$ cat config.mk
export PLATFORM = sky130hd
export DESIGN_NAME = snake_input_ctrl
export DESIGN_NICKNAME = d
export VERILOG_FILES = /design/src/rtl/snake_input_ctrl.sv
export SDC_FILE = /design/constraint.sdc
export NUM_CORES = 1
export LEC_CHECK = 0
export ABC_AREA = 1
export CORE_MARGIN = 8
export CORE_UTILIZATION = 29
export DETAILED_ROUTE_END_ITERATION = 16
export GPL_ROUTABILITY_DRIVEN = 0
export GPL_TIMING_DRIVEN = 0
export SLEW_MARGIN = 20
export SYNTH_ARGS = -nofsm -noshare
export SYNTH_HDL_FRONTEND = slang
export SYNTH_SLANG_ARGS = --single-unit
$ cat constraint.sdc
create_clock -name ClkPort -period 1.5 [get_ports ClkPort]
set_input_delay 0.15 -clock ClkPort [delete_from_list [all_inputs] [get_ports ClkPort]]
set_output_delay 0.15 -clock ClkPort [all_outputs]
set_load 0.01 [all_outputs]
$ cat src/rtl/snake_input_ctrl.sv
// Snake game input stage: conditions the four direction buttons, filters reversals
// and produces the periodic move tick that commits the pending direction.
module snake_input_ctrl #(
    parameter int unsigned MOVE_PERIOD     = 12_500_000,
    parameter int unsigned DEBOUNCE_CYCLES = 1,
    parameter logic [1:0]  INIT_DIR        = 2'b11
) (
    input  logic       ClkPort,
    input  logic       Reset,
    input  logic       Run,
    input  logic       BtnU,
    input  logic       BtnD,
    input  logic       BtnL,
    input  logic       BtnR,
    output logic [1:0] Dir,
    output logic [1:0] PendDir,
    output logic       Started,
    output logic       MoveTick
);
    localparam int TW  = (MOVE_PERIOD > 1) ? $clog2(MOVE_PERIOD) : 1;
    localparam int DBW = $clog2(DEBOUNCE_CYCLES + 1);
    localparam logic [TW-1:0]  TICK_LAST = TW'(MOVE_PERIOD - 1);
    localparam logic [DBW-1:0] DB_FULL   = DBW'(DEBOUNCE_CYCLES);

    // Button bit order: 0 = up, 1 = down, 2 = left, 3 = right (also the priority order).
    logic [3:0]     btn;
    logic [3:0]     sync1, sync2;
    logic [DBW-1:0] db_cnt [4];
    logic [3:0]     deb, deb_q, press;
    logic           press_any;
    logic [1:0]     press_dir;
    logic [TW-1:0]  tick_cnt;

    assign btn      = {BtnR, BtnL, BtnD, BtnU};
    assign MoveTick = (tick_cnt == TICK_LAST);

    always_comb begin
        for (int i = 0; i < 4; i++) begin
            deb[i] = (db_cnt[i] == DB_FULL);
        end
        press     = deb & ~deb_q;
        press_any = |press;
        press_dir = 2'b00;
        if (press[0])      press_dir = 2'b00;
        else if (press[1]) press_dir = 2'b01;
        else if (press[2]) press_dir = 2'b10;
        else if (press[3]) press_dir = 2'b11;
    end

    // NOTE: all state, including the per-button counter array, uses non-blocking
    // assignments and is cleared explicitly under reset so a mid-press reset leaves no residue.
    always_ff @(posedge ClkPort) begin
        if (Reset) begin
            sync1    <= '0;
            sync2    <= '0;
            deb_q    <= '0;
            for (int i = 0; i < 4; i++) db_cnt[i] <= '0;
            tick_cnt <= '0;
            Dir      <= INIT_DIR;
            PendDir  <= INIT_DIR;
            Started  <= 1'b0;
        end else begin
            sync1 <= btn;
            sync2 <= sync1;
            deb_q <= deb;
            for (int i = 0; i < 4; i++) begin
                if (!sync2[i])              db_cnt[i] <= '0;
                else if (db_cnt[i] != DB_FULL) db_cnt[i] <= db_cnt[i] + DBW'(1);
            end

            if (!Run) begin
                // Leaving the run state re-arms: the next run waits for a fresh press.
                Started  <= 1'b0;
                tick_cnt <= '0;
            end else begin
                if (!Started)      tick_cnt <= '0;
                else if (MoveTick) tick_cnt <= '0;
                else               tick_cnt <= tick_cnt + TW'(1);

                if (MoveTick) Dir <= PendDir;

                // Reversal is judged against the committed direction, before any commit this edge.
                if (press_any) begin
                    if (!Started) begin
                        Dir     <= press_dir;
                        PendDir <= press_dir;
                        Started <= 1'b1;
                    end else if (press_dir != (Dir ^ 2'b01)) begin
                        PendDir <= press_dir;
                    end
                end
            end
        end
    end
endmodule

---- After elaboration in Yosys (flattened, before gate mapping) ----
Memories as Yosys holds them, arrays and structs flattened.
Index checks and enable logic that the tools add are counted.
Widths: inputs -> output; s select.
cells by class
  bitwise gates (word level) .............. 13
  muxes and demuxes ....................... 47
  add/sub/neg operators ................... 5
  reduce and logical (&&, ||, !) cells .... 4
  eq/ne operators ......................... 3
operators with widths
  operator               number
  $mux 1                 38
  $add 24x1->24 const B  1
  $eq 24x24->1 const B   1
  $mux 2                 9
  $or 1x1->1             8
  $reduce_or 4->1        2
  $add 1x1->1 const B    4
  $and 4x4->4            1
  $not 4->4              1
  $not 1->1              3
  $reduce_and 3->1       1
  $ne 2x1->1 const B     1
  $ne 2x2->1             1
  $reduce_or 2->1        1
word-level totals
  register bits ........................... 41
  RAM bits ................................ 4
  memories kept ........................... 1
  output and inout port bits .............. 6
memory list
  memory  words  width  read ports  clocked after Yosys merged registers in  wr ports  RTL line  text
  db_cnt  4      1      4           0                                        4         28        logic [DBW-1:0] db_cnt [4];

---- Logic depth before layout (Yosys ltp) ----
  depth in word-level cells ............... 9
  gate-level depth with buffers ........... 11
  gate-level depth less buffers ........... 11

---- Worst setup path before layout ----
No wires, ideal clock.
  kind .................................... register -> register
  from .................................... register tick_cnt[0]
  to ...................................... register tick_cnt[14]
  required time ........................... 1.375 ns
  arrival ................................. 1.407 ns
  library setup time ...................... 0.125 ns
  buffers on the path ..................... 1
  stages on the path, launching flop included .. 10
  clock period less this slack ............ 1.532 ns
  path slack .............................. -0.032 ns
  cell sequence ........................... dfxtp_1 ha_1 nand2_2 nor2_4 inv_2 nor2_4 nand3_2 nand3_4 buf_6 a21oi_1
on the way
  longest elaborated chain between the ends .. 2
  elaborated cells on any way between the ends .. 3
  classes of those cells .................. add/sub: 1; eq/ne: 1; reduce/logical: 1
RTL lines
  item                                                                   RTL line  text
  start, declared                                                        32        logic [TW-1:0] tick_cnt;
  start signal, assigned                                                 78        else tick_cnt <= tick_cnt + TW'(1);
  parallel branches: the longest is 2 deep, another holds $add 24x1->24  n/a
Parallel ways; which one is timed is not known.
A chain may end at the register's enable or synchronous reset.

---- Worst setup path in the final report ----
  from .................................... register tick_cnt[12]
  to ...................................... output port MoveTick
on the way
  longest elaborated chain between the ends .. 1
RTL lines
  item           RTL line  text
  $eq 24x24->1   35        assign MoveTick = (tick_cnt == TICK_LAST);
  end, declared  18        output logic MoveTick
Every way passes these cells.

==> flow_metrics.env <==
export IMPL_syn_avg_cell_area_um2=7.07
export IMPL_crit_fanout=4
export IMPL_grt_pass1_wl_mm=8.68
export IMPL_status="finished with violations"
export IMPL_rsz0062_at_grt="yes"
export IMPL_dieArea_mm2=0.0106
export IMPL_drive_gt1_share_pct=28.7
export IMPL_portBuffers=11
export IMPL_hpwl_mm=3.54
export IMPL_violations="negative setup slack"
export IMPL_cts_tree="built"
export IMPL_vias=2101
export IMPL_hp_class="in -> reg"
export IMPL_layout_nets=363
export IMPL_synth_seq_cells=45
export IMPL_p_total_w=0.00210
export IMPL_area_delta_synth_final_pct=34.7
export IMPL_first_iter_violations=88
export IMPL_wirelength_mm=5.20
export IMPL_crit_cells=4
export IMPL_slew_headroom_pct=68.8
export IMPL_h_tree_depth=2
export IMPL_p_per_area_mw_per_mm2=711
export IMPL_antenna_left=0
export IMPL_drtPass1Iterations=4
export IMPL_fmax_mhz=641
export IMPL_cp_slowest_cell="dfxtp_1"
export IMPL_grt_max_degree=14
export IMPL_syn_inst=310
export IMPL_crit_path_start_kind="register"
export IMPL_wl_met3_um=218
export IMPL_grt_pass1_vias=2026
export IMPL_numCtsBuffers=5
export IMPL_wl_met2_mm=2.53
export IMPL_reg2reg_depth=10
export IMPL_hold_violations=0
export IMPL_syn_num_nets=318
export IMPL_antenna_found_initial=0
export IMPL_vdd_ir_drop_max_mv=0.534
export IMPL_syn_cell_area_mm2=0.00219
export IMPL_cp_cell_sequence="nand4_1 > buf_4 > nor4_4 > buf_2"
export IMPL_cp_num_buf_inv=2
export IMPL_setup_viol=18
export IMPL_clk_latency_ns=0.29
export IMPL_whs_ns=0.252
export IMPL_layout_setup_ws_ns=-0.0592
export IMPL_ys_types=31
export IMPL_critPathTopFamily="flip-flops"
export IMPL_slew_viol_final=0
export IMPL_initial_core_util_pct=30.1
export IMPL_crit_required_ns=1.35
export IMPL_tightest_slew_ns=0.468
export IMPL_grt_ovfl_total=0
export IMPL_worst_setup_path_end_kind="output pin"
export IMPL_cts_buffer_depth=2
export IMPL_min_period_over_period_pct=104
export IMPL_core_region_area_mm2=0.00729
export IMPL_cts_num_sinks=45
export IMPL_path_clk_slew_ns=0.08
export IMPL_skew_ns=0.00532
export IMPL_p_leak_nw=1.10
export IMPL_die_h_um=103
export IMPL_hold_depth=2
export IMPL_routed_top_layer="met4"
export IMPL_grtUsageTotal_pct=10.3
export IMPL_layout_min_cycle_time_ns=1.56
export IMPL_drv_cap=0
export IMPL_cts_root_buffer="clkbuf_8"
export IMPL_drt_met1_wl_mm=2.28
export IMPL_critPathArrivalTime_ns=1.41
export IMPL_dieWidth_um=103
export IMPL_worst_path_largest_cell_delay_ns=0.42
export IMPL_yosysSeqAreaShare_pct=42.9
export IMPL_ys_warn_count=0
export IMPL_io_pins=13
export IMPL_fp_row_count=31
export IMPL_diodes=0
export IMPL_via_per_inst=4.62
export IMPL_wire_per_inst_um=11.4
export IMPL_post_route_drc_count=0
export IMPL_path_class="reg -> out"
## state kept, by name, indices dropped and copies added, names as in the netlist
| name | cells |
|---|---|
| sync2 | 4 |
| db_cnt | 4 |
| tick_cnt | 24 |
| Started | 1 |
| deb_q | 4 |
| sync1 | 4 |
| Dir | 2 |
| PendDir | 2 |
## worst register-to-register path, stage by stage (launching register included)
cell and delay, ns:
dfxtp_4 0.36, ha_4 0.14, nand2_4 0.06, nor2_4 0.11, buf_6 0.13, inv_8 0.04, nor3_2 0.12, nand3_2 0.15
o21ai_0 0.25, nand3_2 0.08, inv_1 0.06
## synthesized netlist by cell type (all sizes together)
library cell,n,share of area [%]
nand2,78,14
nor2,54,10
inv,48,8.2
dfxtp,41,37
nand3,22,6.1
a21oi,18,4.1
nor3,12,3.9
nand4,9,2.6
xor2,6,2.4
edfxtp,4,5.5
buf,3,1.2
nand3b,3,1.0
nor3b,2,0.91
nor4,2,0.57
o21ai,2,0.46
a21boi,1,0.34
and2,1,0.29
clkbuf,1,0.17
ha,1,0.57
o31ai,1,0.34
or2,1,0.29
## routing by layer
metal / vias up / global-route usage (%)
met2: 59 / 18.4
met4: 0 / 3.89
li1: 1066 / -
met3: 18 / 2.43
met5: - / 0
met1: 958 / 11.4
## worst paths after layout
path                start            to  slack [ns]
max reg2reg   tick_cnt[1]  tick_cnt[16]       -0.06
min reg2reg      sync1[2]      sync2[2]        0.41
max          tick_cnt[12]      MoveTick       -0.06
min                 Reset      sync2[0]        0.25
## area by class of cell
| class | instances | area (um2) |
|---|---|---|
| Multi-Input combinational cell | 213 | 1230 |
| Sequential cell | 45 | 966 |
| Clock buffer | 7 | 76.3 |
| Inverter | 48 | 188 |
| Tap cell | 99 | 124 |
| Fill cell | 768 | 4340 |
| Clock inverter | 1 | 5.00 |
| Timing Repair Buffer | 39 | 342 |
| Buffer | 3 | 22.5 |
## kinds of logic (layout without fill, tap and decap cells)
logic type                 after synthesis  after routing  share of synthesized area, %
and+or+nand+nor                        184            184                          39.3
DFF                                     45             45                          42.9
buffers and inverters                   52             98                          9.59
xor gates and xnor gates                 6              6                          2.40
AOI/OAI and AO/OA                       22             22                          5.25
adders and majority gates                1              1                         0.571
## layout by cell type, fill, tap and decap left out, types with 5 or more instances in the layout
cell,Yosys,final
dfxtp_2,0,8
nand3_2,2,5
nor3_1,8,6
nand3_1,19,15
buf_4,0,21
xor2_1,6,5
a21oi_1,18,8
buf_6,2,7
nor2_2,1,8
inv_2,1,5
clkbuf_8,0,5
nor2_4,2,6
inv_1,47,42
clkdlybuf4s50_1,0,10
nand2_1,76,72
a21oi_2,0,10
nor2_1,51,40
dfxtp_1,41,29
nand4_1,9,9
## what timing repair did
| item | CTS | global route |
|---|---|---|
| gates cloned | 2 | 0 |
| buffers inserted | 23 | 6 |
| pin swaps | 7 | 16 |
| hold buffers | 0 | 0 |
| setup endpoints to repair | 27 | 28 |
| resized for setup | 31 | 52 |
## where the power goes
part / switching [W] / internal [W] / leakage (nW) / total, W
clock: 0.000395 / 0.000328 / 0.0422 / 0.000722
sequential: 0.0000176 / 0.00123 / 0.388 / 0.00125
combinational: 0.0000695 / 0.0000606 / 0.671 / 0.000130
## stage by stage
step                      worst slack [ns]  std cells  instance area (um2)  TNS (ns)  utilization [%]
after floorplan                     0.0249        310                 2200         0                -
after global placement              -0.511        420                 2440     -6.18             33.4
after detailed placement            -0.488        420                 2440     -6.33             33.4
after CTS                           -0.175        452                 2800     -1.68             38.4
after global routing                -0.143        455                 2950     -2.64             40.5
final                              -0.0592        455                 2950    -0.279             40.5
Power figures use the tool's default switching activity.
